--- config.mk ---
export PLATFORM = sky130hd
export DESIGN_NAME = tile_redraw_scheduler
export DESIGN_NICKNAME = d
export VERILOG_FILES = /design/src/rtl/tile_redraw_scheduler.sv
export SDC_FILE = /design/constraint.sdc
export NUM_CORES = 1
export LEC_CHECK = 0
export ABC_AREA = 1
export CAP_MARGIN = 20
export CORE_MARGIN = 2
export CORE_UTILIZATION = 38
export DETAILED_ROUTE_END_ITERATION = 8
export PLACE_DENSITY = 0.66
export SLEW_MARGIN = 20
export SYNTH_ARGS = -nofsm -noshare
export SYNTH_HDL_FRONTEND = slang
export SYNTH_SLANG_ARGS = --single-unit
--- constraint.sdc ---
create_clock -name clock_50 -period 2.6 [get_ports clock_50]
set_input_delay 0.39 -clock clock_50 [delete_from_list [all_inputs] [get_ports clock_50]]
set_output_delay 0.39 -clock clock_50 [all_outputs]
set_load 0.05 [all_outputs]
--- src/rtl/tile_redraw_scheduler.sv ---
// Purpose: sequences the 5x5 tile drawer, running full 21x21 raster sweeps and servicing a FIFO of dirty tiles.
// Latency: a push into an idle scheduler reaches draw_start 2 cycles later; sweeps issue one tile per drawer latency + 1.
// Backpressure: dirty_ready drops while the FIFO is full; a push offered then is dropped and recorded in overflow.
module tile_redraw_scheduler #(
  parameter int QDEPTH  = 8,
  parameter int QAW     = 3,
  parameter int MAP_MAX = 20
) (
  input  logic           clock_50,
  input  logic           reset,
  input  logic           dirty_valid,
  input  logic [4:0]     dirty_x,
  input  logic [4:0]     dirty_y,
  output logic           dirty_ready,
  input  logic           full_refresh_req,
  output logic [4:0]     tile_x,
  output logic [4:0]     tile_y,
  output logic           draw_start,
  input  logic           draw_done,
  output logic           sweep_active,
  output logic [QAW:0]   queue_count,
  output logic           bad_coord,
  output logic           overflow
);

  localparam logic [4:0]   L_MAX  = 5'(MAP_MAX);
  localparam logic [QAW:0] L_FULL = (QAW+1)'(QDEPTH);

  typedef struct packed {
    logic [4:0] x;
    logic [4:0] y;
  } tile_t;

  typedef enum logic [2:0] {
    S_IDLE,
    S_SW_ISSUE,
    S_SW_WAIT,
    S_Q_ISSUE,
    S_Q_WAIT
  } state_t;

  state_t         r_state;
  state_t         w_next;
  logic           r_post_rst;
  tile_t          r_tile;
  logic           r_sweep_req;
  logic           r_sweep_active;
  tile_t          r_mem [QDEPTH];
  logic [QAW-1:0] r_wr_ptr;
  logic [QAW-1:0] r_rd_ptr;
  logic [QAW:0]   r_count;
  logic           r_bad;
  logic           r_ovf;

  logic           w_draw_start;
  logic           w_sweep_start;
  logic           w_sweep_adv;
  logic           w_sweep_end;
  logic           w_load_q;
  logic           w_pop;
  logic           w_last;
  logic           w_full;
  logic           w_in_range;
  logic           w_push_acc;
  logic           w_store;
  tile_t          w_in_tile;

  assign w_last     = (r_tile.x == L_MAX) && (r_tile.y == L_MAX);
  assign w_full     = (r_count == L_FULL);
  assign w_in_range = (dirty_x <= L_MAX) && (dirty_y <= L_MAX);
  assign w_push_acc = dirty_valid && !w_full;
  assign w_store    = w_push_acc && w_in_range;
  assign w_in_tile  = '{x: dirty_x, y: dirty_y};

  // State register; reset lands in SW_ISSUE so a sweep begins on its own.
  always_ff @(posedge clock_50) begin
    if (reset) r_state <= S_SW_ISSUE;
    else       r_state <= w_next;
  end

  // The first cycle after reset keeps draw_start low so every output shows its reset value.
  always_ff @(posedge clock_50) begin
    if (reset) r_post_rst <= 1'b1;
    else       r_post_rst <= 1'b0;
  end

  // Next-state and per-state control strobes.
  always_comb begin
    w_next        = r_state;
    w_draw_start  = 1'b0;
    w_sweep_start = 1'b0;
    w_sweep_adv   = 1'b0;
    w_sweep_end   = 1'b0;
    w_load_q      = 1'b0;
    w_pop         = 1'b0;
    case (r_state)
      S_IDLE: begin
        if (r_sweep_req) begin
          w_next        = S_SW_ISSUE;
          w_sweep_start = 1'b1;
        end else if (r_count != '0) begin
          w_next   = S_Q_ISSUE;
          w_load_q = 1'b1;
        end
      end
      S_SW_ISSUE: begin
        if (!r_post_rst) begin
          w_draw_start = 1'b1;
          w_next       = S_SW_WAIT;
        end
      end
      S_SW_WAIT: begin
        if (draw_done) begin
          if (r_sweep_req) begin
            w_next        = S_SW_ISSUE;
            w_sweep_start = 1'b1;
          end else if (w_last) begin
            w_next      = S_IDLE;
            w_sweep_end = 1'b1;
          end else begin
            w_next      = S_SW_ISSUE;
            w_sweep_adv = 1'b1;
          end
        end
      end
      S_Q_ISSUE: begin
        w_draw_start = 1'b1;
        w_pop        = 1'b1;
        w_next       = S_Q_WAIT;
      end
      S_Q_WAIT: begin
        if (draw_done) w_next = S_IDLE;
      end
      default: w_next = S_IDLE;
    endcase
  end

  // Tile coordinate: raster counter during sweeps, FIFO head (captured one cycle before issue) for queued tiles.
  always_ff @(posedge clock_50) begin
    if (reset) begin
      r_tile <= '0;
    end else if (w_sweep_start || w_sweep_end) begin
      r_tile <= '0;
    end else if (w_sweep_adv) begin
      if (r_tile.x == L_MAX) begin
        r_tile.x <= '0;
        r_tile.y <= r_tile.y + 5'd1;
      end else begin
        r_tile.x <= r_tile.x + 5'd1;
      end
    end else if (w_load_q) begin
      r_tile <= r_mem[r_rd_ptr];
    end
  end

  // Sweep request is latched until a sweep actually starts; sweep_active rises with the request.
  always_ff @(posedge clock_50) begin
    if (reset) begin
      r_sweep_req    <= 1'b0;
      r_sweep_active <= 1'b1;
    end else begin
      r_sweep_req <= w_sweep_start ? 1'b0 : (r_sweep_req || full_refresh_req);
      if (full_refresh_req)  r_sweep_active <= 1'b1;
      else if (w_sweep_end)  r_sweep_active <= 1'b0;
    end
  end

  // FIFO storage; a flush moves the read pointer onto the write slot so a same-cycle push survives.
  always_ff @(posedge clock_50) begin
    if (w_store) r_mem[r_wr_ptr] <= w_in_tile;
  end

  // FIFO pointers and occupancy, with the flush taken when a sweep starts.
  always_ff @(posedge clock_50) begin
    if (reset) begin
      r_wr_ptr <= '0;
      r_rd_ptr <= '0;
      r_count  <= '0;
    end else if (w_sweep_start) begin
      r_rd_ptr <= r_wr_ptr;
      r_wr_ptr <= r_wr_ptr + QAW'(w_store);
      r_count  <= (QAW+1)'(w_store);
    end else begin
      r_wr_ptr <= r_wr_ptr + QAW'(w_store);
      r_rd_ptr <= r_rd_ptr + QAW'(w_pop);
      r_count  <= r_count + (QAW+1)'(w_store) - (QAW+1)'(w_pop);
    end
  end

  // Sticky error flags for out-of-range pushes and pushes offered while full.
  always_ff @(posedge clock_50) begin
    if (reset) begin
      r_bad <= 1'b0;
      r_ovf <= 1'b0;
    end else begin
      if (w_push_acc && !w_in_range) r_bad <= 1'b1;
      if (dirty_valid && w_full)     r_ovf <= 1'b1;
    end
  end

  assign dirty_ready  = !w_full;
  assign tile_x       = r_tile.x;
  assign tile_y       = r_tile.y;
  assign draw_start   = w_draw_start;
  assign sweep_active = r_sweep_active;
  assign queue_count  = r_count;
  assign bad_coord    = r_bad;
  assign overflow     = r_ovf;

endmodule

# --- Word level (Yosys, flattened, before mapping) ---
# Memory sizes are Yosys's and may differ from the RTL's. A register that Yosys moved wholly into a read port is not among the register bits.
# Cells that the tools add are included.
totals:
  ff_bits: 28
  ram_bits: 80
  output_inout_bits: 19
  wordCells: 86
  n_memories: 1
mem_list:
  columns: ["memory", "words", "word_bits", "read_ports", "rd_ports_with_merged_regs", "wr", "line", "text"]
  rows:
  - ["r_mem", 8, 10, 1, 1, 1, "48", "tile_t r_mem [QDEPTH];"]
classes:
  n_addsub: 6
  magnitude_cmp: 2
  n_eq_ne: 12
  mux: 35
  n_reduce_logical: 18
op_table:
  columns: ["cell", "count"]
  rows:
  - ["2-to-1 mux 1 bit", 21]
  - ["2-to-1 mux 3 bit", 7]
  - ["2-to-1 mux 10 bit", 2]
  - ["one-hot mux 3 bit (5 select lines)", 1]
  - ["adder 5 x 1 -> 5 bit (second input constant)", 2]
  - ["equality test 5 bit (second input constant)", 2]
  - ["<= comparator 5 bit (second input constant)", 2]
  - ["2-to-1 mux 5 bit", 2]
  - ["adder 3 x 1 -> 3 bit", 2]
  - ["equality test 3 x 2 -> 1 bit (second input constant)", 2]
  - ["logical AND 1 bit", 6]
  - ["inequality test 2 bit (second input constant)", 3]
  - ["OR reduction 2 bit", 3]
  - ["adder 4 x 1 -> 4 bit", 1]
  - ["equality test 4 bit (second input constant)", 1]
  - ["one-hot mux 1 bit (2 select lines)", 2]
  - ["AND reduction 4 bit", 1]
  - ["nonzero test 4 bit", 1]
  - ["subtractor 4 x 1 -> 4 bit", 1]
  - ["equality test 3 x 1 -> 1 bit (second input constant)", 1]
  - ["equality test 3 bit (second input constant)", 1]
  - ["logical NOT 3 bit", 1]
  - ["inequality test 3 bit (second input constant)", 1]
  - ["logical NOT 1 bit", 2]
  - ["4 further kinds", 5]

# --- Logic depth before layout (Yosys ltp) ---
# Gate-level depths: netlist of run 1.
depth:
  word_depth: 8
  ltp_mapped: 13
  mapped_depth_nobuf: 13

# --- Worst setup path after synthesis of run 1 ---
# No wires, ideal clock.
synth_timing:
  path_kind: "reg-to-reg"
  from: "reg r_count[2], in the netlist queue_count[2]"
  to: "reg r_count[2], in the netlist queue_count[2]"
  arrival_time_ns: 2.726
  setup_slack_ns: -0.243
  path_stages_with_launch: 14
  n_path_buf: 0
  cell_sequence: "dfxtp_1 > inv_1 > ha_1 > nand3_1 > nand2_1 > inv_1 > nand3_1 > ha_1 > inv_1 > ha_1 > inv_1 > fa_1 > xor2_1 > nor2_1"
synth_between:
  elab_chain_cells: 6
synth_lines:
  columns: ["item", "line", "text"]
  rows:
  - ["start, declared", "51", "logic [QAW:0] r_count;"]
  - ["start signal, assigned", "182", "r_count <= (QAW+1)'(w_store);"]
  - ["start signal, assigned", "186", "r_count <= r_count + (QAW+1)'(w_store) - (QAW+1)'(w_pop);"]
  - ["equality test 4 bit", "69", "assign w_full = (r_count == L_FULL);"]
  - ["logical NOT 1 bit", null, null]
  - ["named net dirty_ready", "14", "output logic dirty_ready,"]
  - ["logical AND 1 bit", "71", "assign w_push_acc = dirty_valid && !w_full;"]
  - ["logical AND 1 bit", "72", "assign w_store = w_push_acc && w_in_range;"]
  - ["adder 4 x 1 -> 4 bit", "186", null]
  - ["subtractor 4 x 1 -> 4 bit", "186", null]
# The timed path passes the listed nets, and every way through them passes these cells.
# A chain may end at the register's enable or synchronous reset.

# --- Worst setup path in the final report of run 1 ---
layout_timing:
  from: "in dirty_x[1]"
  to: "reg r_count[2], in the netlist queue_count[2]"
layout_between:
  elab_chain_cells: 5
layout_lines:
  columns: ["item", "line", "text"]
  rows:
  - ["start, declared", "12", "input logic [4:0] dirty_x,"]
  - ["<= comparator 5 bit", "70", "assign w_in_range = (dirty_x <= L_MAX) && (dirty_y <= L_MAX);"]
  - ["logical AND 1 bit", "70", null]
  - ["logical AND 1 bit", "72", null]
  - ["adder 4 x 1 -> 4 bit", "186", null]
  - ["subtractor 4 x 1 -> 4 bit", "186", null]
# No other way between the ends.

==> results.yml, run 1 <==
run_status:
  status: "finished, final reports clean"
worst_setup_path:
  crit_path_max_incr_delay_ps: 430
  cp_top_family: "adder cells"
  path_cells: "clkdlybuf4s50_1, o21a_1, o21ai_0, buf_4, nand3_1, ha_1, inv_1, ha_1, inv_1, fa_1, xor2_1, nor2_1"
  critPathLaunchType: "input port"
  crit_buf_inv: 4
  crit_required_ps: 2870
  crit_type: "input port to register"
  cp_data_arrival_time_ps: 2650
  cp_slowest_cell: "clkdlybuf4s50_1"
  end_kind: "register"
  cp_max_fo: 3
floorplan:
  die_h_um: 120.3
  die_w_um: 120.3
  initial_core_util_pct: 38.79
  rows: 42
  pin_count: 34
  core_um2: 13240
  dieArea_um2: 14470
synthesis:
  synthCells: 559
  synth_ff_type: "edfxtp_1"
  synth_area_um2: 5137
  synth.area.top_cells: "edfxtp_1 (47%), nand2_1 (12%), dfxtp_1 (11%)"
  synth.most_common_cell: "nand2_1"
  yosysUniqueCellTypes: 34
  async_flop_share_pct: 0
  seq_area_frac_synth_pct: 57.67
  ys_ff_latch: 108
  synth_top_cell_by_area: "edfxtp_1"
  post_synth.cell_area_avg_um2: 9.190
  netlist_top_cells_count: "nand2_1 (159), edfxtp_1 (80), inv_1 (77), nand3_1 (64), nor2_1 (55)"
  yosys_warnings: 0
  synth_nets: 589
  yosys.area.top_type_share_pct: 46.76
  synth_edf_count: 80
clocking:
  cts_root_buf: "clkbuf_16"
  numCtsBuffers: 9
  htreeDepth: 3
  clkTransAtPathRegs_ps: 70
  cts_hold_buf: 0
  cts_tree: "done"
  cts-resized-gates: 0
  postCtsSetupBuffers: 0
  cts.sinks: 108
  cts_max_path_buffers: 2
  insertion_delay_ps: 340
pwr:
  leakagePower_nw: 2.640
  power_mw: 5.174
  power_density_nw_per_um2: 839.4
  ir_drop_v: 0.0003273
placement:
  gp_congestion: 0.7972
  portBuffers: 33
  dpl-instance-area_um2: 5878
  hpwlAfterDp_um: 7488
timing:
  hold_viol: 0
  fin_skew_ps: 6.002
  maxSlewViolCount: 0
  tightest_slew_ps: 551.1
  setup_viol: 0
  fmax_mhz: 419.9
  layout_min_cycle_time_ps: 2382
  finalCritPeriodShare_pct: 91.60
  grt_setup_unrepaired: "false"
  setup_tns_ps: 0
  maxSlewHeadroom_pct: 63.22
layout:
  area_growth_pct: 20.00
  nFillCells: 1240
  multiInputGateArea_um2: 1790
  design_area_um2: 6165
  nNetsFinal: 648
  post-route-util_pct: 46.55
  antenna_cells: 0
  register_area_um2: 2964
  drive_gt1_share_pct: 11.40
detailed_routing:
  wl_per_cell_um: 13.60
  drtAntennaViolNets: 0
  dr.pass1.iters: 4
  viasPerCell: 4.640
  drt_iter0_drc: 251
  via_count: 3707
  post-route-drc-count: 0
  wl_um: 10870
grt:
  grt_antenna_before_repair: 0
  grt_pass1_wl_um: 17440
  grt_remaining_overflow: 0
  first_global_vias: 3600
  grt_max_degree: 41
  gr-usage-all-layers_pct: 15.55
hold_path:
  min_path_type: "register to register"
job:
  drv_cap: 0
-- path summary, 6_finish.rpt --
path / end / slack [ps] / depth (start not counted) / from
setup / recovery: queue_count[2] / 220 / 12 / dirty_x[1]
hold / removal: overflow / 460 / 2 / overflow
setup reg to reg: queue_count[2] / 370 / 13 / queue_count[2]
hold reg to reg: overflow / 460 / 2 / overflow
-- worst reg2reg max path, stage by stage, from the launching register on --
cell	delay [ps]
dfxtp_2	330
inv_1	70
ha_1	220
nand3_2	90
nand2_1	50
inv_1	80
nand3_1	130
ha_1	300
inv_1	50
ha_1	140
inv_1	60
fa_1	380
xor2_1	160
nor2_1	110
-- logic make-up (layout without fill, tap and decap cells) --
group                    count (synthesis)  in the layout  synth area share [%]
XOR/XNOR                                 7              7                 1.193
AND/OR/NAND/NOR                        301            301                 26.40
buffers and inverters                   99            163                 7.574
adder cells (fa/ha/maj)                 15             15                 3.799
flip-flops                             108            108                 57.67
AO/OA/AOI/OAI                           29             29                 3.361
-- stage by stage --
step | hold WS (ps) | setup WS (ps) | instances
3_5_place_dp | 450.4 | -160.2 | 783
6_report | 461.4 | 218.4 | 799
5_1_grt | 484.0 | 101.5 | 799
4_1_cts | 462.2 | 212.4 | 799
3_3_place_gp | 441.9 | -84.54 | 783
2_1_floorplan | 417.7 | 6.144 | 559
-- cell type report --
class                      count  share of cell area [%]
tap                          176                   3.572
inverter                      82                   4.993
multi-input combinational    352                   29.04
clock buffer                  11                   4.100
timing repair buffer          65                   9.661
sequential                   108                   48.08
clock inverter                 5                  0.5480
-- report_power, final --
| part | switching, mW | leakage [nW] | internal, mW |
|---|---|---|---|
| Clock | 0.592 | 0.140 | 0.704 |
| Combinational | 1.16 | 1.55 | 0.614 |
| Sequential | 0.124 | 0.951 | 1.98 |
-- registers in the layout, summed over array words and instances (netlist names), 3 cells and up --
signal,flops
r_mem,80
tile_x,5
tile_y,5
queue_count,4
r_rd_ptr,3
r_state,3
r_wr_ptr,3
-- layer usage --
metal | track usage, % | vias to the layer above | part of all wire (%)
met1 | 19.93 | 1711 | 45
met4 | 6.613 | 0 | 1.9
li1 | - | 1916 | -
met3 | 2.594 | 16 | 4.0
met2 | 26.10 | 64 | 49
met5 | 0 | - | 0
-- cell usage in the layout (no fill, tap or decap), types with 4 or more instances in the layout --
cell type	instances
a21oi_1	12
buf_4	30
clkbuf_16	9
clkdlybuf4s50_1	33
dfxtp_1	27
edfxtp_1	80
ha_1	14
inv_1	77
inv_2	4
nand2_1	159
nand2_2	4
nand3_1	63
nand4_1	5
nor2_1	55
o21ai_0	7
xor2_1	4
Power figures use the tool's default switching activity.
==> run 2, diff against run 1 <==
- CELL_PAD_IN_SITES_DETAIL_PLACEMENT: not set -> 1
- CELL_PAD_IN_SITES_GLOBAL_PLACEMENT: not set -> 1
- PLACE_DENSITY: 0.66 -> 0.79
==> results.yml, run 2 (same netlist as run 1, synthesis figures left out) <==
clocking:
  insertion_delay_ps: 360
  clkTransAtPathRegs_ps: 80
  cts_tree: "done"
  numCtsBuffers: 9
  htreeDepth: 3
  cts_max_path_buffers: 2
  cts.sinks: 108
  postCtsSetupBuffers: 0
  cts_root_buf: "clkbuf_16"
floorplan:
  die_h_um: 120.3
  pin_count: 34
  core_um2: 13240
  dieArea_um2: 14470
  rows: 42
  die_w_um: 120.3
  initial_core_util_pct: 38.79
layout:
  final_common_cell: "nand2_1"
  layout_common_cells: "nand2_1 (159), edfxtp_1 (80), inv_1 (77)"
  largest_reg_flops: 80
  nFillCells: 1547
  nNetsFinal: 647
  drive_gt1_share_pct: 11.09
  largest_register: "r_mem"
  area_growth_pct: 19.31
  antenna_cells: 0
timing:
  setup_tns_ps: 0
  grt_setup_unrepaired: "false"
  maxSlewViolCount: 0
  hold_ws_ps: 465.7
  setup_viol: 0
  layout_min_cycle_time_ps: 2429
  tightest_slew_ps: 623.1
  fmax_mhz: 411.7
  maxSlewHeadroom_pct: 58.41
  hold_viol: 0
  finalCritPeriodShare_pct: 93.42
  fin_skew_ps: 12.10
detailed_routing:
  viasPerCell: 4.956
  drt_iter0_drc: 262
  post-route-drc-count: 0
  wl_um: 13490
  via_count: 3955
  wl_per_cell_um: 16.91
  drtAntennaViolNets: 0
  dr.pass1.iters: 4
pwr:
  power_density_nw_per_um2: 858.2
  switchingPower_mw: 1.985
  leakagePower_nw: 2.624
  combPwrFrac_pct: 35.4
  ir_drop_v: 0.0006654
  p_clk_share_pct: 24.5
  seqPwrFrac_pct: 40.0
  swShare_pct: 37.73
  internal_power_mw: 3.275
grt:
  grt_antenna_before_repair: 0
  grt_max_degree: 42
  gr-usage-all-layers_pct: 19.88
  grt_pass1_wl_um: 22000
  grt_remaining_overflow: 0
  first_global_vias: 4345
worst_setup_path:
  cp_max_fo: 4
  crit_type: "input port to register"
  critPathLaunchType: "input port"
  crit_required_ps: 2850
  end_kind: "register"
  cp_data_arrival_time_ps: 2680
hold_path:
  min_path_type: "register to register"
run_status:
  status: "finished, final reports clean"
job:
  drv_cap: 0
placement:
  hpwlAfterDp_um: 9432
  gp_congestion: 0.8217
  portBuffers: 33
## run 2: power groups by stage
stage	Sequential [mW]	Clock (mW)	Combinational (mW)
floorplan	2.34	0	1.08
global placement	2.13	0	1.78
detailed placement	2.14	0	1.87
CTS	2.11	1.31	1.89
global route	2.13	1.38	2.08
finish	2.10	1.29	1.86
## run 2: final timing paths
check	slack, ps	end	startpoint	cells after the start
setup / recovery	170	queue_count[2]	dirty_x[1]	12
setup reg to reg	320	queue_count[2]	queue_count[2]	13
hold / removal	470	overflow	overflow	2
hold reg to reg	470	overflow	overflow	2
## run 2: repair_timing
item	4_1_cts	5_1_grt
resized for setup	0	1
setup endpoints to repair	0	1
hold buffers	0	0
## run 2: routing by layer
metal	GRT usage [%]	part of all wire, %
met1	24.58	42
met3	2.642	4.1
met4	8.503	2.6
met2	34.87	51
met5	0	0
## run 2: stage by stage
step                      instance area (um^2)  setup WS, ps  cells  util [%]  power (mW)
after floorplan                           5144         6.144    559         -       3.422
after global placement                    5858        -176.8    782     44.24       3.918
after detailed placement                  5858        -277.8    782     44.24       4.014
after CTS                                 6130         103.5    798     46.29       5.302
after global routing                      6130         3.757    798     46.29       5.587
final                                     6130         171.0    798     46.29       5.260
## run 2: final cells by class
| type | instances | area, um^2 | share of cell area (%) |
|---|---|---|---|
| Inverter | 82 | 307.8 | 5.021 |
| Sequential cell | 108 | 2964 | 48.36 |
| Timing Repair Buffer | 64 | 575.6 | 9.390 |
| Clock inverter | 4 | 25.02 | 0.4082 |
| Clock buffer | 12 | 246.5 | 4.021 |
| Multi-Input combinational cell | 352 | 1790 | 29.21 |
| Tap cell | 176 | 220.2 | 3.593 |
## run 2: critical path, cell delays in order
cell             delay [ps]
clkdlybuf4s50_1         470
o21a_1                  220
o21ai_1                 130
buf_4                   150
nand3_1                 120
ha_1                    310
inv_1                    70
ha_1                    170
inv_1                    60
fa_1                    370
xor2_1                  160
nor2_1                   60
==> variant, RTL diff (flow settings as in run 1) <==
The parameter `QDEPTH` goes from 8 to 16.
--- a/src/rtl/tile_redraw_scheduler.sv
+++ b/src/rtl/tile_redraw_scheduler.sv
@@ -3,5 +3,5 @@
 // Backpressure: dirty_ready drops while the FIFO is full; a push offered then is dropped and recorded in overflow.
 module tile_redraw_scheduler #(
-  parameter int QDEPTH  = 8,
+  parameter int QDEPTH  = 16,
   parameter int QAW     = 3,
   parameter int MAP_MAX = 20
Check against the original RTL: not equivalent (a bounded check fails within 4 cycles, from zero or initial values and one cycle with reset high).
==> variant against run 1 <==
Worst setup slack lost 37 ps; sequential cell count is the same; total power shrank 1.4%; synthesized area shrank 0.68%; routed wire length grew 3.5%; final cell count shrank 0.75%; first-iteration DRC count grew 29%; design area shrank 0.95%; critical endpoint unchanged; largest power group unchanged.
==> variant: results (changes against run 1) <==
Run status = completed
Net switching power of the design = 1.82 mW (-3.0%)
Clock root cell = sky130_fd_sc_hd__clkbuf_16
Synthesized Nets = 585 (-0.68%)
Maximum resistive drop on vdd = 382 µV (+17%)
Final Skew = 9.01 ps (+3.00 ps)
DR pass1 iterations = 5 (+1)
Vias per cell = 4.80 (+3.5%)
Cell types with the highest counts after synthesis = sky130_fd_sc_hd__nand2_1, sky130_fd_sc_hd__edfxtp_1, sky130_fd_sc_hd__nor2_1, sky130_fd_sc_hd__inv_1, sky130_fd_sc_hd__nand3_1
Top fanout value on the critical path = 2 (-1)
Syn-to-layout area delta = 19.7%
Later-pin clock latency in the skew report = 360 ps (+20 ps)
Number of different library cells in the post-synthesis netlist = 32 (-5.9%)
Count of fill cells added during filler insertion = 1232 (-0.65%)
Share of final-layout standard cells stronger than drive strength 1 = 0.122 (+0.00759)
Proportion of cell area spent on the clock network = 0.0500 (+0.00352)
Number of global-route vias before repair = 3698 (+2.7%)
Critical path launch point = dirty_x[0]
Fraction of area in multi-input gates = 0.288 (-0.00233)
Final estimated routing congestion in global placement = 0.828 (+3.9%)
Min-delay worst type = input port to register
Sequential area share after synthesis = 0.581 (+0.00396)
Depth of the worst register-to-register path = 12 (-1)
Clock power share = 0.278 (+0.028)
Final HPWL DP = 7530 µm (+0.58%)
Count of port buffers added during placement = 33 (unchanged)
Initial antenna violation count = 0 (unchanged)
Total of clock buffers placed in the layout = 9 (-2)
Slew headroom = 0.505 (-0.127)
Aggregate global-route resource usage = 0.167 (+0.0112)
Data arrival time of the worst path = 2660 ps (about the same)
P_leak = 2.58 nW (-2.4%)
Wire length of the first global-routing pass = 18600 µm (+6.4%)
Final net count = 641 (-1.1%)
FF+latch area = 2970 µm² (+0.21%)
Worst slack, placed = -303 ps (-142 ps)
Average wire per cell in the routed design = 14.2 µm (+4.3%)
Top cells by area in the synthesized netlist = sky130_fd_sc_hd__edfxtp_1, sky130_fd_sc_hd__dfxtp_1, sky130_fd_sc_hd__nand2_1
Non-Clock Buffer Area Fraction = 0.0914 (-0.00522)
Signal inverters = 78 (-4.9%)
Worst-case register-to-register setup slack = 260 ps (-110 ps)
Avg Synthesized Cell Area = 9.18 µm² (-0.15%)
Starting DRT DRC Count = 325 (+29%)
Area post-placement = 5800 µm² (-1.4%)
N_diodes = 0 (unchanged)
Clock period minus final worst setup slack = 2420 ps (+36.5 ps)
Non-clock buffer count = 63 (-3.1%)
variant: what timing repair did:
action	in CTS	in global routing
buffers inserted	0	0
resized for setup	0	1
setup endpoints to repair	0	2
variant: logic make-up (layout without fill, tap and decap cells):
family,count (synthesis),count (layout),synth area share
AOI/OAI and AO/OA,42,42,0.0473
adders and majority gates,14,14,0.0358
buffers and inverters,96,157,0.0755
and+or+nand+nor,289,289,0.249
xor gates and xnor gates,7,7,0.0120
DFF,108,108,0.581
variant: how the worst min path moves through the flow:
stage | endpoint | cells after the start | from | slack, ps
5_1_grt | bad_coord$_SDFFE_PP0P_ | 2 | bad_coord$_SDFFE_PP0P_ | 480
4_1_cts | bad_coord$_SDFFE_PP0P_ | 2 | bad_coord$_SDFFE_PP0P_ | 470
6_report | r_mem[1][6]$_DFFE_PP_ | 2 | dirty_x[1] | 460
3_3_place_gp | overflow$_SDFFE_PP0P_ | 1 | overflow$_SDFFE_PP0P_ | 450
3_5_place_dp | bad_coord$_SDFFE_PP0P_ | 2 | bad_coord$_SDFFE_PP0P_ | 450
2_1_floorplan | r_post_rst$_DFF_P_ | 0 | reset | 420
variant: per-stage QoR:
stage                     hold WS [ps]  utilization  cells  TNS (ps)  power (mW)
after floorplan                    418            -    556         0        3.27
after global routing               484        0.463    793         0        5.39
after CTS                          467        0.463    793         0        5.13
after global placement             450        0.440    777      -552        3.68
final                              460        0.463    793         0        5.10
after detailed placement           447        0.440    777      -795        3.72
variant: routing by layer:
metal | part of all wire | up-vias | track usage
met4 | 0.019 | 0 | 0.0676
li1 | - | 1904 | -
met5 | 0 | - | 0
met2 | 0.49 | 69 | 0.283
met3 | 0.036 | 13 | 0.0190
met1 | 0.45 | 1821 | 0.218
